--- src/rtl/systolic_mac_pe.sv ---
// Output-stationary systolic MAC processing element: registered operand forwarding,
// a two-stage multiply/saturating-accumulate datapath, and a drain shift chain.
module systolic_mac_pe #(
  parameter int DATA_W = 8,
  parameter int ACC_W  = 24,
  parameter int SIGNED = 1
) (
  input  logic              clk,
  input  logic              reset_n,
  input  logic              en,
  input  logic [DATA_W-1:0] a_in,
  input  logic [DATA_W-1:0] b_in,
  input  logic              in_valid,
  input  logic              first_in,
  output logic [DATA_W-1:0] a_out,
  output logic [DATA_W-1:0] b_out,
  output logic              out_valid,
  output logic              first_out,
  input  logic              drain,
  input  logic [ACC_W-1:0]  psum_in,
  input  logic              ovf_in,
  output logic [ACC_W-1:0]  psum_out,
  output logic              ovf_out
);

  localparam int   PW  = 2 * DATA_W;
  localparam logic SGN = (SIGNED != 0);

  logic [PW-1:0]    a_ext, b_ext, prod_full;
  logic [PW-1:0]    prod_r;
  logic             prod_v, prod_first;
  logic [ACC_W-1:0] acc;
  logic             ovf;

  logic [ACC_W:0]   prod_ext, acc_ext, sum;
  logic             sum_ovf;
  logic [ACC_W-1:0] sat_val, prod_acc;

  // Extending both operands to the full product width makes a plain multiply
  // correct for either signedness once truncated to PW bits.
  always_comb begin
    a_ext = {PW{SGN & a_in[DATA_W-1]}};
    a_ext[DATA_W-1:0] = a_in;
    b_ext = {PW{SGN & b_in[DATA_W-1]}};
    b_ext[DATA_W-1:0] = b_in;
    prod_full = a_ext * b_ext;
  end

  always_ff @(posedge clk or negedge reset_n) begin
    if (!reset_n) begin
      a_out      <= '0;
      b_out      <= '0;
      out_valid  <= 1'b0;
      first_out  <= 1'b0;
      prod_r     <= '0;
      prod_v     <= 1'b0;
      prod_first <= 1'b0;
    end else if (en) begin
      a_out      <= a_in;
      b_out      <= b_in;
      out_valid  <= in_valid;
      first_out  <= in_valid & first_in;
      prod_r     <= prod_full;
      prod_v     <= in_valid;
      prod_first <= in_valid & first_in;
    end
  end

  // One guard bit above the accumulator detects overflow in both modes.
  always_comb begin
    prod_ext = {(ACC_W+1){SGN & prod_r[PW-1]}};
    prod_ext[PW-1:0] = prod_r;
    acc_ext  = {SGN & acc[ACC_W-1], acc};
    sum      = acc_ext + prod_ext;
    prod_acc = prod_ext[ACC_W-1:0];
    if (SGN) begin
      sum_ovf = sum[ACC_W] ^ sum[ACC_W-1];
      sat_val = sum[ACC_W] ? {1'b1, {(ACC_W-1){1'b0}}} : {1'b0, {(ACC_W-1){1'b1}}};
    end else begin
      sum_ovf = sum[ACC_W];
      sat_val = {ACC_W{1'b1}};
    end
  end

  always_ff @(posedge clk or negedge reset_n) begin
    if (!reset_n) begin
      acc <= '0;
      ovf <= 1'b0;
    end else if (en) begin
      if (drain) begin
        acc <= psum_in;
        ovf <= ovf_in;
      end else if (prod_v && prod_first) begin
        acc <= prod_acc;
        ovf <= 1'b0;
      end else if (prod_v) begin
        if (sum_ovf) begin
          acc <= sat_val;
          ovf <= 1'b1;
        end else begin
          acc <= sum[ACC_W-1:0];
        end
      end
    end
  end

  assign psum_out = acc;
  assign ovf_out  = ovf;

endmodule
--- config.mk ---
export PLATFORM = sky130hd
export DESIGN_NAME = systolic_mac_pe
export DESIGN_NICKNAME = d
export VERILOG_FILES = /design/src/rtl/systolic_mac_pe.sv
export SDC_FILE = /design/constraint.sdc
export NUM_CORES = 1
export LEC_CHECK = 0
export BUFFER_PORTS_ARGS = -buffer_cell sky130_fd_sc_hd__buf_4
export CAP_MARGIN = 40
export CELL_PAD_IN_SITES_DETAIL_PLACEMENT = 0
export CELL_PAD_IN_SITES_GLOBAL_PLACEMENT = 1
export CORE_UTILIZATION = 35
export CTS_BUF_LIST = sky130_fd_sc_hd__clkbuf_2
export DETAILED_ROUTE_END_ITERATION = 8
export GPL_TIMING_DRIVEN = 0
export PLACE_DENSITY = 0.64
export SKIP_CTS_REPAIR_TIMING = 1
export SLEW_MARGIN = 5
export SYNTH_ARGS = -nofsm -noshare
export SYNTH_HDL_FRONTEND = slang
export SYNTH_SLANG_ARGS = --single-unit
--- constraint.sdc ---
create_clock -name clk -period 8 [get_ports clk]
set_input_delay 0.8 -clock clk [delete_from_list [all_inputs] [get_ports clk]]
set_output_delay 0.8 -clock clk [all_outputs]
set_load 0.005 [all_outputs]
# Yosys cells after proc, flatten, opt, wreduce, memory -nomap -nowiden
# Cells that the tools add are included.
[word_totals] out_inout_bits=43 input_bits=47 ff_bits=59 elab_cells=25
[op_classes] n_bitwise=2 n_mux=9 mul=1 addsub=1 n_reduce_logical=5
[ops] cell="$mux W24" n=5
[ops] cell="$add A24 B16 Y25" n=1
[ops] cell="$mul A8 B8 Y16" n=1
[ops] cell="$reduce_bool A3 Y1" n=2
[ops] cell="$mux W1" n=4
[ops] cell="$reduce_and A3 Y1" n=1
[ops] cell="$reduce_and A2 Y1" n=1
[ops] cell="$and A1 B1 Y1" n=1
[ops] cell="$logic_and A1 B1 Y1" n=1
[ops] cell="$xor A1 B1 Y1" n=1

# Logic depth before layout (Yosys ltp)
[logic_depth] ltp_word=6 mapped_depth=18 depth_no_buf=18

# Worst setup path before layout
# No wires, ideal clock.
[synth_path] path_kind="input port to flip-flop" from="input a_in[7]" to="register prod_r[15]" setup_ns=0.136 t_required_ns=7.864 arrival_ns=4.636 stages=16 setup_slack_ns=3.229 path_cell_list="and2_1 -> fa_1 -> inv_1 -> fa_1 -> inv_1 -> fa_1 -> inv_1 -> fa_1 -> inv_1 -> ha_1 -> and2_1 -> o21ai_0 -> o31ai_1 -> o41ai_1 -> xnor2_1 -> a21oi_1"
[synth_between] elab_chain_len=1
[synth_lines] element="from (decl)" line="11" text="input logic [DATA_W-1:0] a_in,"
[synth_lines] element="$mul A8 B8 Y16" line="46" text="prod_full = a_ext * b_ext;"
[synth_lines] element="to (signal assigned)" line="63" text="prod_r <= prod_full;"
[synth_lines] element="to (decl)" line="30" text="logic [PW-1:0] prod_r;"
# No other way between the ends.
# A chain may end at the register's enable or synchronous reset.

# Worst setup path after layout
[layout_path] from="input b_in[4]" to="register prod_r[15]"
[layout_between] elab_chain_len=1
[layout_lines] element="from (decl)" line="12" text="input logic [DATA_W-1:0] b_in,"
[layout_lines] element="$mul A8 B8 Y16" line="46"
# No other way between the ends.

==> qor.log <==
qor: outcome.status complete, no violations
qor: power.power.leakage 0.003547 uW
qor: setup_path.worstPathMaxFanout 9
qor: clock_tree.numCtsBuffers 9
qor: timing.worstMarginPinSlew 0.8103 ns
qor: cells_and_area.area_growth 15.96%
qor: setup_path.setup.worst_path.start b_in[4]
qor: synthesis.postSynthAreaPerCell 9.041 sq um
qor: routing.detail_route.vias_per_cell 5.115
qor: timing.setup-violations-final 0
qor: setup_path.worstSetupPathType in -> reg
qor: grt.grt_overflow_total 0
qor: placed_design.gpl.final_weighted_congestion 0.9120
qor: synthesis.synth-adder-area-share 0.2803
qor: timing.max_freq 212.3 MHz
qor: timing.setup_tns 0 ns
qor: setup_path.crit_path_start_kind input pin
qor: routing.drt_pass1_iterations 4
qor: clock_tree.cts_sinks 59
qor: placed_design.detailedPlacementHpwl 14.00 mm
qor: grt.first_global_vias 5,568
qor: grt.grt_start_max_net_pins 60
qor: clock_tree.clockBufferDepth 2
qor: cells_and_area.fin_util 0.4209
qor: synthesis.syn_area 6365 sq um
qor: timing.slew_headroom 0.4598
qor: synthesis.ys.warnings.count 0
qor: synthesis.synth_cell_types 60
qor: routing.drt_drc_violations_left 0
qor: power.powerDensity 384.1 nW/um^2
qor: setup_path.endpoint_kind flip-flop
qor: cells_and_area.layout.filler_cells 1,821
qor: routing.via_count 5,284
qor: grt.grt_first_pass_wirelength 29.08 mm
qor: synthesis.synth_compound_area_frac 0.1726
qor: floorplanning.area_of_the_core 17,540 sq um
qor: setup_path.data_arrival_time_of_the_worst_path 5.10 ns
qor: floorplanning.row_count 48
qor: synthesis.synth_simple_gate_area_share 0.1427
qor: floorplanning.die_width 136.9 um
qor: synthesis.register_bit_total_from_synthesis 59
qor: setup_path.worst_ep_required_time 8.39 ns
qor: timing.final_max_slew_viol_count 0
qor: setup_path.regToRegSetupSlack 4.61 ns
qor: clock_tree.root_buf_cell sky130_fd_sc_hd__clkbuf_2
qor: routing.detail_route.iter0.violations 257
qor: grt.grt_antenna_before_repair 1
qor: setup_path.endpoint_of_the_most_critical_setup_path prod_r[15]
qor: clock_tree.clk_latency 0.55 ns
qor: synthesis.yosys-mux-area-fraction 0.06015
qor: clock_tree.tritoncts_clock_tree done
qor: timing.timing.final.hold_violations 0
qor: synthesis.synth_seq_area_share 0.2320
qor: cells_and_area.finish.net_count 959
qor: placed_design.port_buffers 88
qor: job.max-cap-violations 0
qor: setup_path.ff2ff_path_depth 10
qor: worst_hold_path.min_path_type in -> async
qor: synthesis.synthesis.nets 860
qor: clock_tree.cts.reportedPaths.clkPinSlew 0.19 ns
qor: grt.grt_usage 0.2059
qor: setup_path.largest_stage_delay_on_the_critical_path 0.54 ns
qor: setup_path.timing.critical_path.slowest_stage_cell sky130_fd_sc_hd__fa_1
qor: floorplanning.die_y 136.9 um
qor: floorplanning.floorplan.initialDensity 0.3629
qor: cells_and_area.layout-drive-gt1-share 0.1834
qor: routing.detail_route.wl_per_cell 17.05 um
qor: floorplanning.design.die.area 18,730 sq um
qor: timing.holdWs 0.3220 ns
qor: timing.finalWorstPathRequiredPeriod 4.711 ns
qor: setup_path.critical_path.cell_chain buf_4 > and2_1 > fa_1 > inv_1 > fa_1 > inv_1 > fa_1 > inv_1 > fa_1 > inv_1 > ha_1 > nor2b_1 > o21a_1 > nor3_1 > o31ai_1 > o41ai_1 > xnor2_1 > a21oi_1
qor: synthesis.synth_flop_cell sky130_fd_sc_hd__dfrtp_1
qor: routing.antenna_left 0
qor: synthesis.synth_top_family_by_area adder cells
qor: setup_path.reg_to_reg_start prod_r[15]
qor: synthesis.post_synth_arst_share 1.000
qor: clock_tree.htreeDepth 3
qor: power.irDropWorstVdd 0.0001606 V
qor: routing.routed_wl 17.61 mm
qor: synthesis.yosys.area_share.xor_xnor 0.04266
qor: floorplanning.io_pins 90
qor: timing.grt_setup_unrepaired false
qor: timing.layout_worst_path_cycle_share 0.5888
qor: timing.clock_skew 0.03506 ns
qor: synthesis.post_synth_edffs 0
qor: setup_path.worstReg2RegEnd ovf_out
qor: synthesis.synthesis.instances 704
through the flow:
step                setup WS [ns]  instances  instance area [sq um]  total power (uW)
global placement            2.748       1017                   7307              2671
global route                3.137       1033                   7381              3150
floorplan                   3.229        704                   6365              2140
detailed placement          2.742       1017                   7307              2682
finish                      3.289       1033                   7381              2835
CTS                         3.331       1032                   7378              2857
registers in the layout (all words and copies together), names as in the netlist:
| register | cells |
|---|---|
| a_out | 8 |
| b_out | 8 |
| ovf_out | 1 |
| prod_first | 1 |
| prod_r | 16 |
| prod_v | 1 |
| psum_out | 24 |
area by class of cell:
cell class                 instances  area (sq um)  area share
multi-input combinational        532          4446      0.6023
sequential                        59          1476      0.2000
timing repair buffer              88         660.6     0.08951
inverter                          90         337.8     0.04577
tap                              225         281.5     0.03814
buffer                            23         105.1     0.01424
clock buffer                      10         50.05    0.006781
clock inverter                     5         21.27    0.002882
antenna                            1         2.502   0.0003390
cell usage in the layout (no fill, tap or decap), drive strengths merged, types with 5 or more instances in the layout:
cell	count
clkinv	5
clkbuf	26
dfrtp	59
fa	56
xnor2	25
nand2	52
o21ai	57
nor3	6
xor2	6
and3	6
a21o	16
mux2	32
nand2b	8
nand3	10
inv	90
nor2	41
a21oi	60
and2	49
a31oi	7
buf	95
ha	53
cells by family (layout without fill, tap and decap cells):
logic type	Yosys count	in the layout
and+or+nand+nor	183	183
AOI/OAI and AO/OA	176	176
buffers and inverters	113	216
adders and majority gates	109	109
DFF	59	59
muxes	33	33
xor gates and xnor gates	31	31
other	0	1
worst max-delay path, delay by kind of cell:
family | cells | cell delay [ns]
compound gates | 4 | 0.79
xor+xnor | 1 | 0.17
fa+ha+maj | 5 | 2.39
buf+inv | 5 | 0.35
simple gates | 3 | 0.59
power by group:
group          internal, uW  switching, uW
registers               408            123
clock network          36.5            120
logic                   983           1160
total                  1430           1410
Yosys cell counts (3+ instances only):
cell / number / area share
sky130_fd_sc_hd__inv_1: 90 / 0.053
sky130_fd_sc_hd__a21oi_1: 59 / 0.046
sky130_fd_sc_hd__dfrtp_1: 59 / 0.23
sky130_fd_sc_hd__fa_1: 56 / 0.18
sky130_fd_sc_hd__ha_1: 53 / 0.10
sky130_fd_sc_hd__nand2_1: 52 / 0.031
sky130_fd_sc_hd__and2_1: 48 / 0.047
sky130_fd_sc_hd__nor2_1: 41 / 0.024
sky130_fd_sc_hd__o21ai_0: 37 / 0.029
sky130_fd_sc_hd__mux2_2: 31 / 0.055
sky130_fd_sc_hd__xnor2_1: 25 / 0.034
sky130_fd_sc_hd__o21ai_1: 19 / 0.015
sky130_fd_sc_hd__a21o_1: 16 / 0.019
sky130_fd_sc_hd__clkbuf_1: 16 / 0.0094
sky130_fd_sc_hd__nand3_1: 9 / 0.0071
sky130_fd_sc_hd__nand2b_1: 8 / 0.0079
sky130_fd_sc_hd__and3_1: 6 / 0.0059
sky130_fd_sc_hd__nor3_1: 6 / 0.0047
sky130_fd_sc_hd__xor2_1: 6 / 0.0083
sky130_fd_sc_hd__a31oi_1: 5 / 0.0049
sky130_fd_sc_hd__o21bai_1: 4 / 0.0047
sky130_fd_sc_hd__a211oi_1: 3 / 0.0035
sky130_fd_sc_hd__a221oi_1: 3 / 0.0041
sky130_fd_sc_hd__buf_2: 3 / 0.0024
sky130_fd_sc_hd__o211ai_1: 3 / 0.0035
sky130_fd_sc_hd__o21a_1: 3 / 0.0035
sky130_fd_sc_hd__o31ai_1: 3 / 0.0035
layer usage:
metal | wire, um | up-vias | global-route usage
met5 | 0 | - | 0
met4 | 250 | 0 | 0.05433
met3 | 739 | 21 | 0.04148
met2 | 8640 | 113 | 0.3522
met1 | 7983 | 2575 | 0.2638
li1 | - | 2575 | -
worst min path at each step:
stage / start / end / cells past startpoint
3_5_place_dp: b_out[4] / b_out[4] / 1
2_1_floorplan: prod_r[14] / prod_r[14] / 1
6_report: reset_n / prod_r[2] / 1
3_3_place_gp: ovf_out / ovf_out / 1
5_1_grt: reset_n / psum_out[13] / 1
4_1_cts: reset_n / prod_r[2] / 1
Note: power is estimated with default switching activity, not from simulation.
